**config.mk**
```make
export PLATFORM = sky130hd
export DESIGN_NAME = imm_gen_stage
export DESIGN_NICKNAME = d
export VERILOG_FILES = /design/src/rtl/cpu_pkg.sv /design/src/rtl/imm_decode.sv /design/src/rtl/imm_gen_stage.sv
export SDC_FILE = /design/constraint.sdc
export NUM_CORES = 1
export LEC_CHECK = 0
export ABC_AREA = 1
export BUFFER_PORTS_ARGS = -buffer_cell sky130_fd_sc_hd__buf_2
export CAP_MARGIN = 10
export CORE_MARGIN = 2
export CORE_UTILIZATION = 35
export CTS_BUF_LIST = sky130_fd_sc_hd__clkbuf_2 sky130_fd_sc_hd__clkbuf_4 sky130_fd_sc_hd__clkbuf_8
export CTS_CLUSTER_SIZE = 16
export DETAILED_ROUTE_END_ITERATION = 8
export PLACE_DENSITY_LB_ADDON = 0.05
export SETUP_SLACK_MARGIN = 0.05
export SLEW_MARGIN = 20
export SYNTH_ARGS = -nofsm -noshare
export SYNTH_HDL_FRONTEND = slang
export SYNTH_HIERARCHICAL = 1
export SYNTH_SLANG_ARGS = --single-unit
```
**constraint.sdc**
```tcl
create_clock -name clk -period 0.8 [get_ports clk]
set_clock_uncertainty 0.15 [all_clocks]
set_input_delay 0.08 -clock clk [delete_from_list [all_inputs] [get_ports clk]]
set_output_delay 0.08 -clock clk [all_outputs]
set_load 0.05 [all_outputs]
```
**src/rtl/cpu_pkg.sv**
```systemverilog
// Shared CPU definitions: immediate classes and LEGv8 opcode patterns for the
// decode stage.
package cpu_pkg;

  typedef enum logic [2:0] {
    ImmNone = 3'd0,
    ImmD    = 3'd1,
    ImmI    = 3'd2,
    ImmCb   = 3'd3,
    ImmB    = 3'd4,
    ImmIw   = 3'd5
  } imm_type_e;

  // Opcodes are matched on the leading bits of instr[31:21]; width varies per format
  localparam logic [5:0]  OpB      = 6'b000101;
  localparam logic [5:0]  OpBl     = 6'b100101;
  localparam logic [7:0]  OpCbz    = 8'b10110100;
  localparam logic [7:0]  OpCbnz   = 8'b10110101;
  localparam logic [7:0]  OpBcond  = 8'b01010100;
  localparam logic [8:0]  OpMovz   = 9'b110100101;
  localparam logic [9:0]  OpAddi   = 10'b1001000100;
  localparam logic [9:0]  OpSubi   = 10'b1101000100;
  localparam logic [10:0] OpLdur   = 11'b11111000010;
  localparam logic [10:0] OpStur   = 11'b11111000000;

  localparam int unsigned ImmBW    = 26;
  localparam int unsigned ImmCbW   = 19;
  localparam int unsigned ImmIW    = 12;
  localparam int unsigned ImmDW    = 9;
  localparam int unsigned ImmIwW   = 16;

endpackage

```
**src/rtl/imm_decode.sv**
```systemverilog
// Combinational opcode classification and immediate extension for one
// instruction word. Branch offsets stay in words; EX applies the <<2.
module imm_decode
  import cpu_pkg::*;
#(
  parameter int unsigned DATA_W  = 64,
  parameter int unsigned INSTR_W = 32
) (
  input  logic [INSTR_W-1:0] instr,
  output logic [DATA_W-1:0]  imm,
  output imm_type_e          imm_type
);

  logic [5:0]  op6;
  logic [7:0]  op8;
  logic [8:0]  op9;
  logic [9:0]  op10;
  logic [10:0] op11;

  logic [DATA_W-1:0] imm_b;
  logic [DATA_W-1:0] imm_cb;
  logic [DATA_W-1:0] imm_i;
  logic [DATA_W-1:0] imm_d;
  logic [DATA_W-1:0] imm_iw;
  logic [DATA_W-1:0] imm16_ext;
  logic [1:0]        hw;

  // Register fields are irrelevant to immediate generation
  logic unused_rd;
  assign unused_rd = ^instr[4:0];

  assign op6  = instr[31:26];
  assign op8  = instr[31:24];
  assign op9  = instr[31:23];
  assign op10 = instr[31:22];
  assign op11 = instr[31:21];

  assign imm_b     = {{(DATA_W - ImmBW){instr[25]}}, instr[25:0]};
  assign imm_cb    = {{(DATA_W - ImmCbW){instr[23]}}, instr[23:5]};
  assign imm_i     = {{(DATA_W - ImmIW){1'b0}}, instr[21:10]};
  assign imm_d     = {{(DATA_W - ImmDW){instr[20]}}, instr[20:12]};
  assign imm16_ext = {{(DATA_W - ImmIwW){1'b0}}, instr[20:5]};
  assign hw        = instr[22:21];

  always_comb begin
    imm_iw = imm16_ext;
    unique case (hw)
      2'd0: imm_iw = imm16_ext;
      2'd1: imm_iw = imm16_ext << 16;
      2'd2: imm_iw = imm16_ext << 32;
      2'd3: imm_iw = imm16_ext << 48;
      default: imm_iw = imm16_ext;
    endcase
  end

  // First match wins, from the shortest opcode to the longest
  always_comb begin
    imm      = '0;
    imm_type = ImmNone;
    if (op6 == OpB || op6 == OpBl) begin
      imm      = imm_b;
      imm_type = ImmB;
    end else if (op8 == OpCbz || op8 == OpCbnz || op8 == OpBcond) begin
      imm      = imm_cb;
      imm_type = ImmCb;
    end else if (op9 == OpMovz) begin
      imm      = imm_iw;
      imm_type = ImmIw;
    end else if (op10 == OpAddi || op10 == OpSubi) begin
      imm      = imm_i;
      imm_type = ImmI;
    end else if (op11 == OpLdur || op11 == OpStur) begin
      imm      = imm_d;
      imm_type = ImmD;
    end
  end

endmodule

```
**src/rtl/imm_gen_stage.sv**
```systemverilog
// ID/EX pipeline register for the immediate path, with hazard stall and
// branch flush control around the imm_decode block.
module imm_gen_stage
  import cpu_pkg::*;
#(
  parameter int unsigned DATA_W  = 64,
  parameter int unsigned INSTR_W = 32
) (
  input  logic               clk,
  input  logic               reset,
  input  logic               in_valid,
  input  logic [INSTR_W-1:0] in_instr,
  input  logic [DATA_W-1:0]  in_pc,
  input  logic               stall,
  input  logic               flush,
  output logic               out_valid,
  output logic [DATA_W-1:0]  out_imm,
  output imm_type_e          out_imm_type,
  output logic [DATA_W-1:0]  out_pc
);

  logic [DATA_W-1:0] dec_imm;
  imm_type_e         dec_type;

  logic              valid_d, valid_q;
  logic [DATA_W-1:0] imm_d, imm_q;
  imm_type_e         type_d, type_q;
  logic [DATA_W-1:0] pc_d, pc_q;

  imm_decode #(
    .DATA_W  (DATA_W),
    .INSTR_W (INSTR_W)
  ) u_imm_decode (
    .instr    (in_instr),
    .imm      (dec_imm),
    .imm_type (dec_type)
  );

  // Flush beats stall; an invalid slot becomes a bubble but still carries its PC
  always_comb begin
    valid_d = valid_q;
    imm_d   = imm_q;
    type_d  = type_q;
    pc_d    = pc_q;
    if (flush) begin
      valid_d = 1'b0;
      imm_d   = '0;
      type_d  = ImmNone;
      pc_d    = in_pc;
    end else if (!stall) begin
      valid_d = in_valid;
      imm_d   = in_valid ? dec_imm : '0;
      type_d  = in_valid ? dec_type : ImmNone;
      pc_d    = in_pc;
    end
  end

  always_ff @(posedge clk or negedge reset) begin
    if (!reset) begin
      valid_q <= 1'b0;
      imm_q   <= '0;
      type_q  <= ImmNone;
      pc_q    <= '0;
    end else begin
      valid_q <= valid_d;
      imm_q   <= imm_d;
      type_q  <= type_d;
      pc_q    <= pc_d;
    end
  end

  assign out_valid    = valid_q;
  assign out_imm      = imm_q;
  assign out_imm_type = type_q;
  assign out_pc       = pc_q;

endmodule

```
==> results of run 1 <==
==> sequential cells by signal (all words and copies together) (netlist names) <==
name          flops
out_imm          64
out_pc           64
out_imm_type      3
out_valid         1
==> area by class of cell <==
class                   count  share of cell area [%]
multi-input cells         801                    30.4
clock buffers              19                    2.04
repair buffers            425                    33.9
repair inverters            2                   0.190
inverters                  44                    1.67
flip-flops and latches    132                    27.7
well taps                 270                    2.70
clock inverters            13                    1.39
==> worst paths after layout <==
kind | startpoint | end
max | out_imm[46]$_DFFE_PN0P_ | out_imm[46]
min | reset | out_pc[31]$_DFFE_PN0P_
max reg2reg | out_imm[38]$_DFFE_PN0P_ | out_imm[38]$_DFFE_PN0P_
min reg2reg | out_pc[19]$_DFFE_PN0P_ | out_pc[19]$_DFFE_PN0P_
max in group asynchronous | reset | out_pc[29]$_DFFE_PN0P_
min in group clk | stall | out_valid$_DFFE_PN0P_
==> layer usage <==
layer / track usage (%) / up-vias / wire (um)
li1: - / 3940 / -
met1: 31.4 / 3766 / 11200
met2: 39.4 / 305 / 12200
met3: 4.78 / 51 / 1630
met4: 9.17 / 0 / 734
met5: 0 / - / 0
==> cells by family after synthesis <==
kind of cell	Yosys count	share of synthesized area, %
buffers and inverters	107	7.57
flip-flops	132	46.6
AND/OR/NAND/NOR	801	45.9
==> per-stage QoR <==
| stage | area (um2) | hold WS, ns | power [mW] |
|---|---|---|---|
| 2_1_floorplan | 7430 | -0.366 | 9.17 |
| 3_3_place_gp | 9570 | -0.215 | 10.5 |
| 3_5_place_dp | 9570 | -0.210 | 10.5 |
| 4_1_cts | 12100 | -0.718 | 17.7 |
| 5_1_grt | 12500 | -0.720 | 18.4 |
| 6_report | 12500 | -0.692 | 17.6 |
==> cell usage after synthesis <==
cell type	count
inv_1	40
dfrtp_1	132
nor2_2	1
nand2_2	2
inv_2	4
nand2_1	590
nor3_2	1
buf_4	5
nand3_1	32
nor2_1	122
nand4_1	43
nand3_2	1
nand3b_1	1
nand3_4	2
clkbuf_1	15
buf_2	33
nor2_4	5
nand4_2	1
buf_6	10
==> repair_timing <==
| action | CTS | global route |
|---|---|---|
| endpoints found under the hold margin | 224 | 140 |
| hold buffers | 67 | 2 |
| pin swaps | 142 | 134 |
| gates resized for setup | 350 | 117 |
| cloned | 6 | 1 |
| setup buffers | 33 | 12 |
| endpoints found under the setup margin | 264 | 278 |
==> where the power goes <==
group | leakage, nW | total, mW | switching, mW | internal [mW]
combinational | 4.76 | 4.15 | 2.47 | 1.68
clock | 0.201 | 6.23 | 2.98 | 3.25
sequential | 1.53 | 7.24 | 0.236 | 7.01
total | 6.49 | 17.6 | 5.69 | 11.9
==> flow_metrics.tcl, run 1 <==
set metrics [dict create \
    die_x_um 146 \
    final_layout_size_suffix_gt1_share_pct 47.5 \
    cts_tree "yes" \
    antenna_found_initial 0 \
    yosysUniqueCellTypes 19 \
    cts-root-buf "clkbuf_8" \
    yosys_warnings 6 \
    hpwl_um 16600 \
    grt_pass1_wl_um 41400 \
    io_buffers 232 \
    fmax_ghz 0.776 \
    io_pins 233 \
    placed_cells 1566 \
    hold_viol_final 125 \
    gp_congestion 0.911 \
    post-route-min-period_ns 1.29 \
    layout_common_cells "505 x nand2_1, 150 x buf_6, 131 x dfrtp_2, 91 x buf_2, 87 x nor2_1" \
    finalMaxSlewViolations 0 \
    finalSetupTns_ns -84.72 \
    maxSlewHeadroom_pct 77.6 \
    synth_top_area_cell "dfrtp_1" \
    rrSetupSlack_ns -0.12 \
    layout_commonest_cell "nand2_1" \
    drt_first_pass_iters 5 \
    crit_family "flip-flops" \
    synth_area_per_cell_um2 6.82 \
    holdWs_ns -0.692 \
    drt-initial-drc-count 314 \
    setup_viol 208 \
    post-route-drc-count 0 \
    clk_path_buf_depth 2 \
    cts.sinks 132 \
    final_nets 1524 \
    failed_checks "negative hold slack, negative setup slack" \
    num_antenna_cells 0 \
    wirelength_um 25800 \
    synth_seq_area_share_pct 46.6 \
    cp.arrival_ns 1.06 \
    power.density_nw_per_um2 1410 \
    row_count 52 \
    worst_slack_ns -0.489 \
    critPathBufInv 1 \
    grt_max_degree 53 \
    crit_type "reg2out" \
    via_count 8062 \
    vias_per_cell 4.73 \
    overflow 0 \
    worstSetupPathDepth 1 \
    reg2reg_depth 3 \
    preCtsSetupSlack_ns -1.06 \
    gr-usage-all-layers_pct 24.0 \
    drtAntennaViolNets 0 \
    cp-start-kind "register" \
    area_growth_pct 76.3 \
    cp-end-kind "output port" \
    outcome "finished, violations left" \
    placeableCoreArea_um2 20000 \
    p_leak_nw 6.49 \
    ff_latch_area_um2 3470 \
    post-route-util_pct 62.4 \
    path_clk_slew_ns 0.09 \
    cts.htree.levels 4 \
    netlist_instances 1040 \
    fin_cells 1706 \
    crit_fanout 2 \
    numCtsBuffers 17 \
    required_ns 0.57 \
    cap_violations 0 \
    synth_fp_nets 1141 \
    tightest_slew_ns 0.336 \
    dieArea_um2 21400 \
    crit_path_top_delay_cell "dfrtp_2" \
    clk_latency_ns 0.46 \
    fp.dieH_um 146 \
    ys_top_cells_by_area "dfrtp_1 47%, nand2_1 31%, nor2_1 6.5%, nand4_1 3.8%, buf_2 2.3%" \
    start_util_pct 35.4 \
    hold_path_class "in2async" \
    ys_ff_latch 132 \
    fill_cells 1797 \
    ir_drop_uv 961 \
    multi_input_area_um2 3800 \
    rsz0062_at_grt "yes" \
    wl_per_cell_um 15.1 \
    syn_area_um2 7090 \
    synth_top_area_share_pct 46.6 \
    finalCritPeriodShare_pct 161 \
    critPathMaxStageDelay_ns 0.45 \
    path_cells "buf_12" \
    first_global_vias 8109 \
]
Power figures use the tool's default switching activity.
==> run 2: changes to the inputs <==
- CTS_BUF_LIST: sky130_fd_sc_hd__clkbuf_2 sky130_fd_sc_hd__clkbuf_4 sky130_fd_sc_hd__clkbuf_8 -> sky130_fd_sc_hd__clkbuf_16
- SKIP_LAST_GASP: unset -> 1
==> flow_metrics.tcl, run 2 (synthesized netlist as in run 1, its figures left out) <==
set metrics [dict create \
    num_antenna_cells 0 \
    numCtsBuffers 17 \
    cp.arrival_ns 1.51 \
    cp-start-kind "primary input" \
    final_nets 1526 \
    rsz0062_at_grt "yes" \
    crit_type "in2reg" \
    io_buffers 232 \
    finalCritPeriodShare_pct 162 \
    via_count 8041 \
    final_layout_size_suffix_gt1_share_pct 45.0 \
    fp.dieH_um 146 \
    dieArea_um2 21400 \
    setup_viol 203 \
    wl_per_cell_um 15.0 \
    hpwl_um 16600 \
    hold_viol_final 133 \
    worst_slack_ns -0.497 \
    crit_fanout 15 \
    cap_violations 0 \
    wirelength_um 25600 \
    required_ns 1.01 \
    io_pins 233 \
    hold_path_class "in2async" \
    drt-initial-drc-count 384 \
    preCtsSetupSlack_ns -1.06 \
    clk_path_buf_depth 2 \
    ir_drop_uv 1250 \
    layout_common_cells "523 x nand2_1, 151 x buf_6, 131 x dfrtp_2, 101 x nor2_1, 89 x buf_2" \
    fmax_ghz 0.771 \
    cts_tree "yes" \
    first_global_vias 8118 \
    post-route-util_pct 62.5 \
    gp_congestion 0.911 \
    path_clk_slew_ns 0.07 \
    die_x_um 146 \
    cts.sinks 132 \
    post-route-drc-count 0 \
    holdWs_ns -0.655 \
    post-route-min-period_ns 1.30 \
    outcome "finished, violations left" \
    start_util_pct 35.4 \
    area_growth_pct 76.5 \
    drtAntennaViolNets 0 \
    failed_checks "negative hold slack, negative setup slack" \
    p_leak_nw 6.46 \
    power.density_nw_per_um2 1560 \
    overflow 0 \
    fill_cells 1789 \
    placeableCoreArea_um2 20000 \
    layout_commonest_cell "nand2_1" \
    grt_max_degree 53 \
    gr-usage-all-layers_pct 23.9 \
    drt_first_pass_iters 5 \
    clk_latency_ns 0.42 \
    tightest_slew_ns 0.330 \
    maxSlewHeadroom_pct 78.0 \
    vias_per_cell 4.71 \
    row_count 52 \
    cts.htree.levels 4 \
    grt_pass1_wl_um 41300 \
    finalMaxSlewViolations 0 \
    cts-root-buf "clkbuf_16" \
    antenna_found_initial 0 \
    cp-end-kind "register" \
]
==> run 2: cell types whose count changed in the layout (fill, tap and decap cells not counted), moves of 7 or more <==
cell,change
nand2_4,-11
nand2_2,-7
nand2_1,+18
clkbuf_8,-18
clkbuf_16,+16
nor2_1,+14
nor2_2,-9
==> run 2: metrics by stage <==
step	hold WS, ns	setup TNS (ns)	total power [mW]	std cells	area (um2)
floorplan	-0.366	-44.28	9.17	1040	7430
global placement	-0.215	-79.77	10.5	1566	9570
detailed placement	-0.210	-82.37	10.5	1566	9570
CTS	-0.667	-82.28	19.6	1696	12200
global route	-0.663	-94.46	20.3	1708	12500
finish	-0.655	-82.97	19.5	1708	12500
==> run 2: critical path, cell delays in order <==
cell	delay, ns
buf_12	0.12
inv_16	0.05
nand2_8	0.05
nor2_4	0.14
nand3_4	0.13
buf_12	0.15
buf_4	0.13
nor2_4	0.09
buf_12	0.14
nand2_1	0.05
nand4_1	0.07
nand2_1	0.07
nor2_2	0.10
nand2_1	0.06
nand2_1	0.07
==> run 2: path summary, 6_finish.rpt <==
path	slack [ns]	end	start	cells past startpoint
worst max-delay path	-0.50	out_imm[18]$_DFFE_PN0P_	in_instr[29]	15
worst min-delay path	-0.65	out_pc[26]$_DFFE_PN0P_	reset	1
worst max register to register	-0.12	out_imm[38]$_DFFE_PN0P_	out_imm[38]$_DFFE_PN0P_	3
worst min register to register	0.34	out_pc[19]$_DFFE_PN0P_	out_pc[19]$_DFFE_PN0P_	2
max in group asynchronous	0.11	out_pc[45]$_DFFE_PN0P_	reset	3
min in group clk	-0.19	out_valid$_DFFE_PN0P_	stall	3
==> run 2: repair_timing <==
| action | CTS | global route |
|---|---|---|
| pin swaps | 60 | 55 |
| gates resized for setup | 340 | 74 |
| gates cloned | 5 | 1 |
| hold endpoints to repair | 207 | 135 |
| setup buffers | 29 | 15 |
| hold buffers | 67 | 1 |
| setup endpoints to repair | 264 | 283 |
==> run 2: per-layer routing <==
layer / wire [um] / vias to the layer above / part of all wire, % / global-route usage, %
met1: 11200 / 3760 / 44 / 31.3
met3: 1510 / 46 / 5.9 / 4.94
met5: 0 / - / 0 / 0
li1: - / 3949 / - / -
met4: 541 / 0 / 2.1 / 7.72
met2: 12300 / 286 / 48 / 39.6
==> run 2: cell type report <==
class	instances	area, um2	area share, %
repair inverters	2	23.8	0.190
inverters	44	208	1.66
well taps	270	338	2.70
repair buffers	427	4250	34.0
flip-flops and latches	132	3470	27.7
clock inverters	15	181	1.45
multi-input cells	801	3620	28.9
clock buffers	17	425	3.40
==> run 2: report_power, final <==
part	switching, mW	leakage, nW	internal (mW)
Clock	3.20	0.283	4.93
Combinational	2.44	4.65	1.65
Sequential	0.233	1.53	7.02
